`config.mk`:
```
export PLATFORM = sky130hd
export DESIGN_NAME = tsum_averager
export DESIGN_NICKNAME = d
export VERILOG_FILES = /design/src/rtl/tsum_avg_pkg.sv /design/src/rtl/tsum_div_step.sv /design/src/rtl/tsum_averager.sv
export SDC_FILE = /design/constraint.sdc
export NUM_CORES = 1
export LEC_CHECK = 0
export ABC_AREA = 0
export CAP_MARGIN = 10
export CORE_MARGIN = 2
export CORE_UTILIZATION = 47
export CTS_BUF_LIST = sky130_fd_sc_hd__clkbuf_4
export DETAILED_ROUTE_END_ITERATION = 8
export PLACE_DENSITY_LB_ADDON = 0.2
export SLEW_MARGIN = 20
export SYNTH_ARGS = -nofsm -noshare
export SYNTH_HDL_FRONTEND = slang
export SYNTH_SLANG_ARGS = --single-unit
```
`constraint.sdc`:
```
create_clock -name CLK -period 2.5 [get_ports CLK]
set_clock_uncertainty 0.05 [all_clocks]
set_input_delay 0.5 -clock CLK [delete_from_list [all_inputs] [get_ports CLK]]
set_output_delay 0.5 -clock CLK [all_outputs]
set_load 0.005 [all_outputs]
```
`src/rtl/tsum_avg_pkg.sv`:
```
// tsum_avg_pkg -- shared definitions for the period averager.
//   - default datapath widths (TSUM_W, N_W, TAVG_W)
//   - DIV_ITERS: one restoring step per dividend bit
//   - state_e: controller states IDLE / DIV / FIN
package tsum_avg_pkg;

    localparam int TSUM_W    = 16;
    localparam int N_W       = 4;
    localparam int TAVG_W    = 12;
    localparam int DIV_ITERS = TSUM_W;

    typedef enum logic [1:0] {
        IDLE = 2'd0,
        DIV  = 2'd1,
        FIN  = 2'd2
    } state_e;

endpackage

```
`src/rtl/tsum_div_step.sv`:
```
// tsum_div_step -- one combinational restoring-division step.
//   rem_i : partial remainder from the previous step (N_W bits)
//   bit_i : next dividend bit, MSB first
//   div_i : divisor
//   rem_o : partial remainder after this step
//   q_o   : quotient bit produced by this step
module tsum_div_step #(
    parameter int N_W = tsum_avg_pkg::N_W
) (
    input  logic [N_W-1:0] rem_i,
    input  logic           bit_i,
    input  logic [N_W-1:0] div_i,
    output logic [N_W-1:0] rem_o,
    output logic           q_o
);

    logic [N_W:0] trial;
    logic [N_W:0] diff;

    // Partial remainder is always < divisor, so the shifted trial value
    // is < 2*divisor and the difference always fits back into N_W bits.
    assign trial = {rem_i, bit_i};
    assign diff  = trial - {1'b0, div_i};
    assign q_o   = (trial >= {1'b0, div_i});
    assign rem_o = q_o ? diff[N_W-1:0] : trial[N_W-1:0];

endmodule

```
`src/rtl/tsum_averager.sv`:
```
// tsum_averager -- sequential TSUM/N divider producing an averaged period.
//   CLK, RESET : clock, synchronous active-high reset
//   START      : request a division of TSUM by N (accepted only in IDLE)
//   TSUM, N    : dividend (running sum) and divisor (sample count)
//   TAVG       : registered quotient, saturated to TAVG_W bits
//   DONE       : one-cycle pulse when TAVG/DZ/OVF update
//   BUSY       : high while a division is in flight
//   DZ, OVF    : divide-by-zero / saturation flags for the last result
// Optional build macro TSUM_AVG_ROUND_EN: round half up instead of truncating.
// Latency is fixed: START at edge k -> DONE registered at edge k+TSUM_W+1.
module tsum_averager #(
    parameter int TSUM_W = tsum_avg_pkg::TSUM_W,
    parameter int N_W    = tsum_avg_pkg::N_W,
    parameter int TAVG_W = tsum_avg_pkg::TAVG_W
) (
    input  logic              CLK,
    input  logic              RESET,
    input  logic              START,
    input  logic [TSUM_W-1:0] TSUM,
    input  logic [N_W-1:0]    N,
    output logic [TAVG_W-1:0] TAVG,
    output logic              DONE,
    output logic              BUSY,
    output logic              DZ,
    output logic              OVF
);

    import tsum_avg_pkg::*;

    localparam int ITERS = TSUM_W;
    localparam int CNT_W = (ITERS > 1) ? $clog2(ITERS) : 1;
    localparam logic [CNT_W-1:0] LAST_ITER = CNT_W'(ITERS - 1);

    state_e state_q, state_d;

    // dq_q starts as the dividend and shifts left each step while quotient
    // bits enter at the bottom; after ITERS steps it holds the quotient.
    logic [TSUM_W-1:0] dq_q,   dq_d;
    logic [N_W-1:0]    rem_q,  rem_d;
    logic [N_W-1:0]    div_q,  div_d;
    logic [CNT_W-1:0]  cnt_q,  cnt_d;
    logic [TAVG_W-1:0] tavg_q, tavg_d;
    logic              dz_q,   dz_d;
    logic              ovf_q,  ovf_d;
    logic              done_q, done_d;

    logic [N_W-1:0]    step_rem;
    logic              step_bit;
    logic [TSUM_W:0]   q_fin;
    logic              q_sat;

    tsum_div_step #(.N_W(N_W)) u_step (
        .rem_i (rem_q),
        .bit_i (dq_q[TSUM_W-1]),
        .div_i (div_q),
        .rem_o (step_rem),
        .q_o   (step_bit)
    );

`ifdef TSUM_AVG_ROUND_EN
    logic rnd_up;
    // Round half up: remainder/N >= 1/2  <=>  2*remainder >= N.
    assign rnd_up = (div_q != '0) && ({rem_q, 1'b0} >= {1'b0, div_q});
    assign q_fin  = {1'b0, dq_q} + {{TSUM_W{1'b0}}, rnd_up};
`else
    assign q_fin  = {1'b0, dq_q};
`endif

    // Extra top bit catches a rounding carry out of the full quotient.
    assign q_sat = |q_fin[TSUM_W:TAVG_W];

    // State register
    always_ff @(posedge CLK) begin
        if (RESET) state_q <= IDLE;
        else       state_q <= state_d;
    end

    // Next-state logic
    always_comb begin
        state_d = state_q;
        case (state_q)
            IDLE:    if (START) state_d = DIV;
            DIV:     if (cnt_q == LAST_ITER) state_d = FIN;
            FIN:     state_d = IDLE;
            default: state_d = IDLE;
        endcase
    end

    // Output / datapath logic
    always_comb begin
        dq_d   = dq_q;
        rem_d  = rem_q;
        div_d  = div_q;
        cnt_d  = cnt_q;
        tavg_d = tavg_q;
        dz_d   = dz_q;
        ovf_d  = ovf_q;
        done_d = 1'b0;
        case (state_q)
            IDLE: begin
                if (START) begin
                    dq_d  = TSUM;
                    div_d = N;
                    rem_d = '0;
                    cnt_d = '0;
                end
            end
            DIV: begin
                dq_d  = {dq_q[TSUM_W-2:0], step_bit};
                rem_d = step_rem;
                cnt_d = cnt_q + 1'b1;
            end
            FIN: begin
                done_d = 1'b1;
                if (div_q == '0) begin
                    tavg_d = '0;
                    dz_d   = 1'b1;
                    ovf_d  = 1'b0;
                end else if (q_sat) begin
                    tavg_d = '1;
                    dz_d   = 1'b0;
                    ovf_d  = 1'b1;
                end else begin
                    tavg_d = q_fin[TAVG_W-1:0];
                    dz_d   = 1'b0;
                    ovf_d  = 1'b0;
                end
            end
            default: ;
        endcase
    end

    always_ff @(posedge CLK) begin
        if (RESET) begin
            dq_q   <= '0;
            rem_q  <= '0;
            div_q  <= '0;
            cnt_q  <= '0;
            tavg_q <= '0;
            dz_q   <= 1'b0;
            ovf_q  <= 1'b0;
            done_q <= 1'b0;
        end else begin
            dq_q   <= dq_d;
            rem_q  <= rem_d;
            div_q  <= div_d;
            cnt_q  <= cnt_d;
            tavg_q <= tavg_d;
            dz_q   <= dz_d;
            ovf_q  <= ovf_d;
            done_q <= done_d;
        end
    end

    assign TAVG = tavg_q;
    assign DONE = done_q;
    assign DZ   = dz_q;
    assign OVF  = ovf_q;
    assign BUSY = (state_q != IDLE);

endmodule

```
==> flow_summary.ini, run 1 <==
[timing]
hold_viol = 0
timing.final.setup_violations = 0
max_slew.worst_pin.slew_ns = 0.445
finalCriticalPeriod_ns = 2.02
timing.final.crit_share_pct = 80.7
max_freq_mhz = 496
relSlewSlack_pct = 70.1
unrepaired_setup_endpoints_after_global_routing = false
setup_total_negative_slack_ns = 0
drv_slew = 0

[setup_path]
required_worst_endpoint_ns = 1.95
crit_fanout = 7
worst-setup-path-type = reg -> out
crit_path_end_kind = output port
r2r-start = dq_q[15]
worst_ep_arrival_time_ns = 1.47
worst_setup_path_start_kind = flip-flop
critPathLaunch = state_q[1]

[synth]
synth_edf_count = 0
netlist_instances = 230
synth.most_common_cell = dfxtp_1
mappedNetlistNets = 259
synth-seq-cells = 45
ys.warnings.count = 0
ys_seq_area_share_pct = 45.9
synthesis.area_um2 = 1960
post_synth_most_frequent_cells = dfxtp_1, nand2_1, a21oi_1, a22oi_1
synth_top_area_share_pct = 45.9
ys_async_rst_share_pct = 0
main_area_contributors_after_synthesis = dfxtp_1, a21oi_1, nand2_1, a22oi_1, o21ai_0
synth_cell_types = 38
synthDominantAreaCellType = dfxtp_1
avgSynthCellArea_um2 = 8.52
synth_top_flop_cell = dfxtp_1

[floorplan]
core_area_um2 = 4000
row_cnt = 23
floorplan.die.height_um = 68.6
io_pins = 39
floorplan.die.width_um = 68.6
starting_density_of_the_core_pct = 49.0
floorplan.die_area_um2 = 4700

[global_route]
grt_usage_pct = 20.1
grt_start_max_net_pins = 22
grt_pass1_vias = 1550
overflow = 0
grt_pass1_wl_um = 7070
antenna_found_initial = 0

[routing]
detailedRoute.firstPassIterationCount = 4
drc = 0
detail_route.wirelength_um = 4360
viasPerCell = 5.52
detailedRoute.firstIterationViolations = 103
ant_nets = 0
vias = 1756
drt-wirelength-per-cell_um = 13.7

[cts]
clock-root-buffer = clkbuf_4
post_cts_buffers = 0
cts.hold.buffers_added = 0
path_clk_slew_ns = 0.13
post_cts_resized = 0
cts_tree = built
max-clock-path-buffers = 2
cts_sinks = 45
ctsHtreeMaxLevel = 2
worst_skew_pair.late_latency_ns = 0.35
numCtsBuffers = 5

[layout]
area_overhead_vs_synth_pct = 24.7
finalNetCount = 296
drive_above_1_share_pct = 9.70
antennaDiodeCount = 0

[hold_path]
hold_start = TAVG[6]
hold_path_class = reg -> reg

[power_and_ir_drop]
ir_worst_vdd_v = 0.000412
power_density_nw_per_um2 = 576
power.leakage_nw = 0.876
finalPower_mw = 1.41

[placed_design]
io_buffers = 38
globalplace.congestion = 0.810
final_hpwl_dp_um = 3060

[outcome]
outcome = completed

[flow_run]
max_cap_viol_count = 0
==> cell type report <==
class	count	area [um^2]
well taps	50	62.6
clock buffers	6	45.0
inverters	5	18.8
repair buffers	46	440
clock inverters	2	10.0
multi-input cells	164	967
flip-flops and latches	45	901
fillers	365	1560
==> flip-flops by register name, summed over array words and instances, names as in the netlist <==
signal,cells
OVF,1
state_q,2
rem_q,4
cnt_q,4
TAVG,12
DZ,1
dq_q,16
DONE,1
div_q,4
==> critical path, stage by stage (launching register included) <==
cell	delay (ns)
dfxtp_1	0.38
or2_2	0.30
clkdlybuf4s50_1	0.44
==> cell families after synthesis <==
| logic type | count (synthesis) | share of synthesized area [%] |
|---|---|---|
| and+or+nand+nor | 78 | 18.4 |
| AOI/OAI and AO/OA | 76 | 24.6 |
| DFF | 45 | 45.9 |
| buffers and inverters | 21 | 4.72 |
| adders and majority gates | 6 | 4.21 |
| muxes | 3 | 1.66 |
| xor gates and xnor gates | 1 | 0.447 |
==> stage by stage <==
stage | hold slack (ns) | setup WS [ns] | instance area (um^2) | utilization (%) | cells
final | 0.412 | 0.483 | 2440 | 61.1 | 318
after global routing | 0.423 | 0.406 | 2440 | 61.1 | 318
after CTS | 0.415 | 0.468 | 2440 | 61.1 | 318
after detailed placement | 0.397 | 0.478 | 2390 | 59.7 | 310
after global placement | 0.394 | 0.524 | 2390 | 59.7 | 310
after floorplan | 0.384 | 0.761 | 1960 | - | 230
==> placed cells by master (no fill, tap or decap), types with 2 or more instances in the layout <==
cell / n
ha_1: 5
nor2_1: 14
nor3_1: 4
nand4_1: 2
o21ai_0: 14
nor2b_1: 2
nand2_1: 37
a22oi_1: 16
inv_1: 5
mux2_2: 2
a21oi_1: 35
or2_2: 2
buf_4: 8
nor4_1: 2
clkinv_2: 2
nand2b_1: 2
dfxtp_1: 45
a32o_1: 3
clkdlybuf4s50_1: 38
clkbuf_4: 6
nand3_1: 6
==> power breakdown <==
group          total, mW  switching [mW]  internal, mW
registers          0.779          0.0277         0.752
clock network      0.342           0.224         0.118
logic              0.286           0.150         0.136
==> routing by layer <==
layer / up-vias / part of all wire, % / track usage, %
li1: 888 / - / -
met1: 834 / 50 / 27.7
met2: 30 / 44 / 30.3
met3: 4 / 3.9 / 5.68
met4: 0 / 1.2 / 6.25
met5: - / 0 / 0
==> path summary, 6_finish.rpt <==
path | slack [ns] | cells after the start | endpoint
worst max-delay path | 0.48 | 2 | BUSY
worst min-delay path | 0.41 | 2 | TAVG[6]
worst max register to register | 0.56 | 6 | rem_q[0]
worst min register to register | 0.41 | 2 | TAVG[6]
Power figures use the tool's default switching activity.
==> inputs of run 2 (changes only) <==
==> constraint.sdc (replaced) <==
create_clock -name CLK -period 1.9 [get_ports CLK]
set_clock_uncertainty 0.05 [all_clocks]
set_input_delay 0.38 -clock CLK [delete_from_list [all_inputs] [get_ports CLK]]
set_output_delay 0.38 -clock CLK [all_outputs]
set_load 0.005 [all_outputs]
==> flow_summary.ini, run 2 (synthesized netlist as in run 1, its figures left out) <==
[outcome]
outcome = completed

[global_route]
overflow = 0
grt_pass1_vias = 1580
met1_demand_to_capacity_share_in_global_routing_pct = 25.0
globalRoute.busiestLayer = met2
groute.layer.met3.usage_pct = 5.84
grt_start_max_net_pins = 20
grt_pass1_wl_um = 6910
antenna_found_initial = 0
grt_usage_pct = 19.7
grt_met2_use_pct = 31.7

[floorplan]
io_pins = 39
floorplan.die_area_um2 = 4700
row_cnt = 23
core_area_um2 = 4000
floorplan.die.width_um = 68.6
starting_density_of_the_core_pct = 49.0
floorplan.die.height_um = 68.6

[placed_design]
globalplace.congestion = 0.901
final_hpwl_dp_um = 3160
post-place-ws_ns = 0.0547
place_area_um2 = 2430
io_buffers = 38

[flow_run]
max_cap_viol_count = 0

[timing]
timing.final.crit_share_pct = 95.3
hold_viol = 0
max_freq_mhz = 552
drv_slew = 0
max_slew.worst_pin.slew_ns = 0.531
unrepaired_setup_endpoints_after_global_routing = false
setup_total_negative_slack_ns = 0
final_worst_slack_ns = 0.0897
timing.final.setup_violations = 0
finalCriticalPeriod_ns = 1.81
relSlewSlack_pct = 64.6

[setup_path]
crit_fanout = 3
worst_setup_path_start_kind = flip-flop
worst_ep_arrival_time_ns = 2.00
required_worst_endpoint_ns = 2.09
crit_path_end_kind = flip-flop
worst-setup-path-type = reg -> reg

[layout]
final_design_area_no_fill_um2 = 2520
largest_register_ff_count = 16
area_overhead_vs_synth_pct = 28.7
final_cell_mix = dfxtp_1, nand2_1, clkdlybuf4s50_1
final_common_cell = dfxtp_1
finalNetCount = 303
antennaDiodeCount = 0
drive_above_1_share_pct = 13.8
largest_register = dq_q

[routing]
detail_route.wirelength_um = 4520
detailedRoute.firstIterationViolations = 115
drc = 0
ant_nets = 0
viasPerCell = 5.47
drt-wirelength-per-cell_um = 13.9
vias = 1778
detailedRoute.firstPassIterationCount = 4

[power_and_ir_drop]
power_density_nw_per_um2 = 754
power.leakage_nw = 0.930
finalPower_mw = 1.90
ir_worst_vdd_v = 0.000558

[cts]
cts_sinks = 45
ctsHtreeMaxLevel = 2
cts_tree = built
worst_skew_pair.late_latency_ns = 0.35
path_clk_slew_ns = 0.12
numCtsBuffers = 5
max-clock-path-buffers = 2
clock-root-buffer = clkbuf_4
cts.hold.buffers_added = 0

[hold_path]
hold_path_class = reg -> reg
[run 2: cell types whose count changed in the layout (fill, tap and decap cells not counted), moves of 2 or more]
cell	delta
buf_4	+7
clkinv_2	-2
dfxtp_1	-3
dfxtp_2	+2
[run 2: worst max-delay path, stage by stage (launching register included)]
cell and delay (ns):
dfxtp_2 0.37, inv_1 0.05, ha_1 0.16, or2_1 0.27, a2111oi_4 0.38, o21ai_1 0.14, a32o_1 0.29
[run 2: metrics by stage]
step | std cells | hold slack [ns] | utilization, %
floorplan | 230 | 0.384 | -
global placement | 316 | 0.392 | 60.9
detailed placement | 316 | 0.399 | 60.9
CTS | 324 | 0.417 | 62.4
global route | 325 | 0.428 | 63.1
finish | 325 | 0.414 | 63.1
[run 2: timing repair]
action / 4_1_cts / 5_1_grt
buffers inserted: 0 / 1
gates cloned: 0 / 0
endpoints found under the setup margin: 1 / 9
resized for setup: 1 / 8
pin swaps: 0 / 1
[run 2: routing by layer]
metal | wire, um | part of all wire, %
met1 | 2060 | 46
met2 | 2210 | 49
met3 | 216 | 4.8
met4 | 31 | 0.69
met5 | 0 | 0
[run 2: final cells by class]
| cell class | instances | area [um^2] |
|---|---|---|
| Sequential cell | 45 | 907 |
| Tap cell | 50 | 62.6 |
| Clock buffer | 7 | 52.6 |
| Multi-Input combinational cell | 164 | 978 |
| Timing Repair Buffer | 53 | 495 |
| Fill cell | 365 | 1480 |
| Inverter | 5 | 18.8 |
| Clock inverter | 1 | 7.51 |
[run 2: final timing paths]
| kind | startpoint | end | slack [ns] | cells past startpoint |
|---|---|---|---|---|
| hold / removal | TAVG[7] | TAVG[7] | 0.41 | 2 |
| hold reg to reg | TAVG[7] | TAVG[7] | 0.41 | 2 |
| setup reg to reg | div_q[3] | rem_q[1] | 0.09 | 6 |
| setup / recovery | div_q[3] | rem_q[1] | 0.09 | 6 |
[run 2: power by group]
part	switching [mW]	internal, mW	total (mW)	leakage [nW]
Combinational	0.214	0.202	0.415	0.529
Clock	0.289	0.175	0.464	0.0324
Sequential	0.0354	0.988	1.02	0.368
==> inputs of run 3 (changes only) <==
--- a/config.mk
+++ b/config.mk
@@ -11,7 +11,9 @@
 export CORE_UTILIZATION = 47
 export CTS_BUF_LIST = sky130_fd_sc_hd__clkbuf_4
 export DETAILED_ROUTE_END_ITERATION = 8
+export GPL_ROUTABILITY_DRIVEN = 0
 export PLACE_DENSITY_LB_ADDON = 0.2
+export SKIP_LAST_GASP = 1
 export SLEW_MARGIN = 20
 export SYNTH_ARGS = -nofsm -noshare
 export SYNTH_HDL_FRONTEND = slang
==> results of run 3 <==
The final DEF is identical to that of run 2; final timing and power are the same.
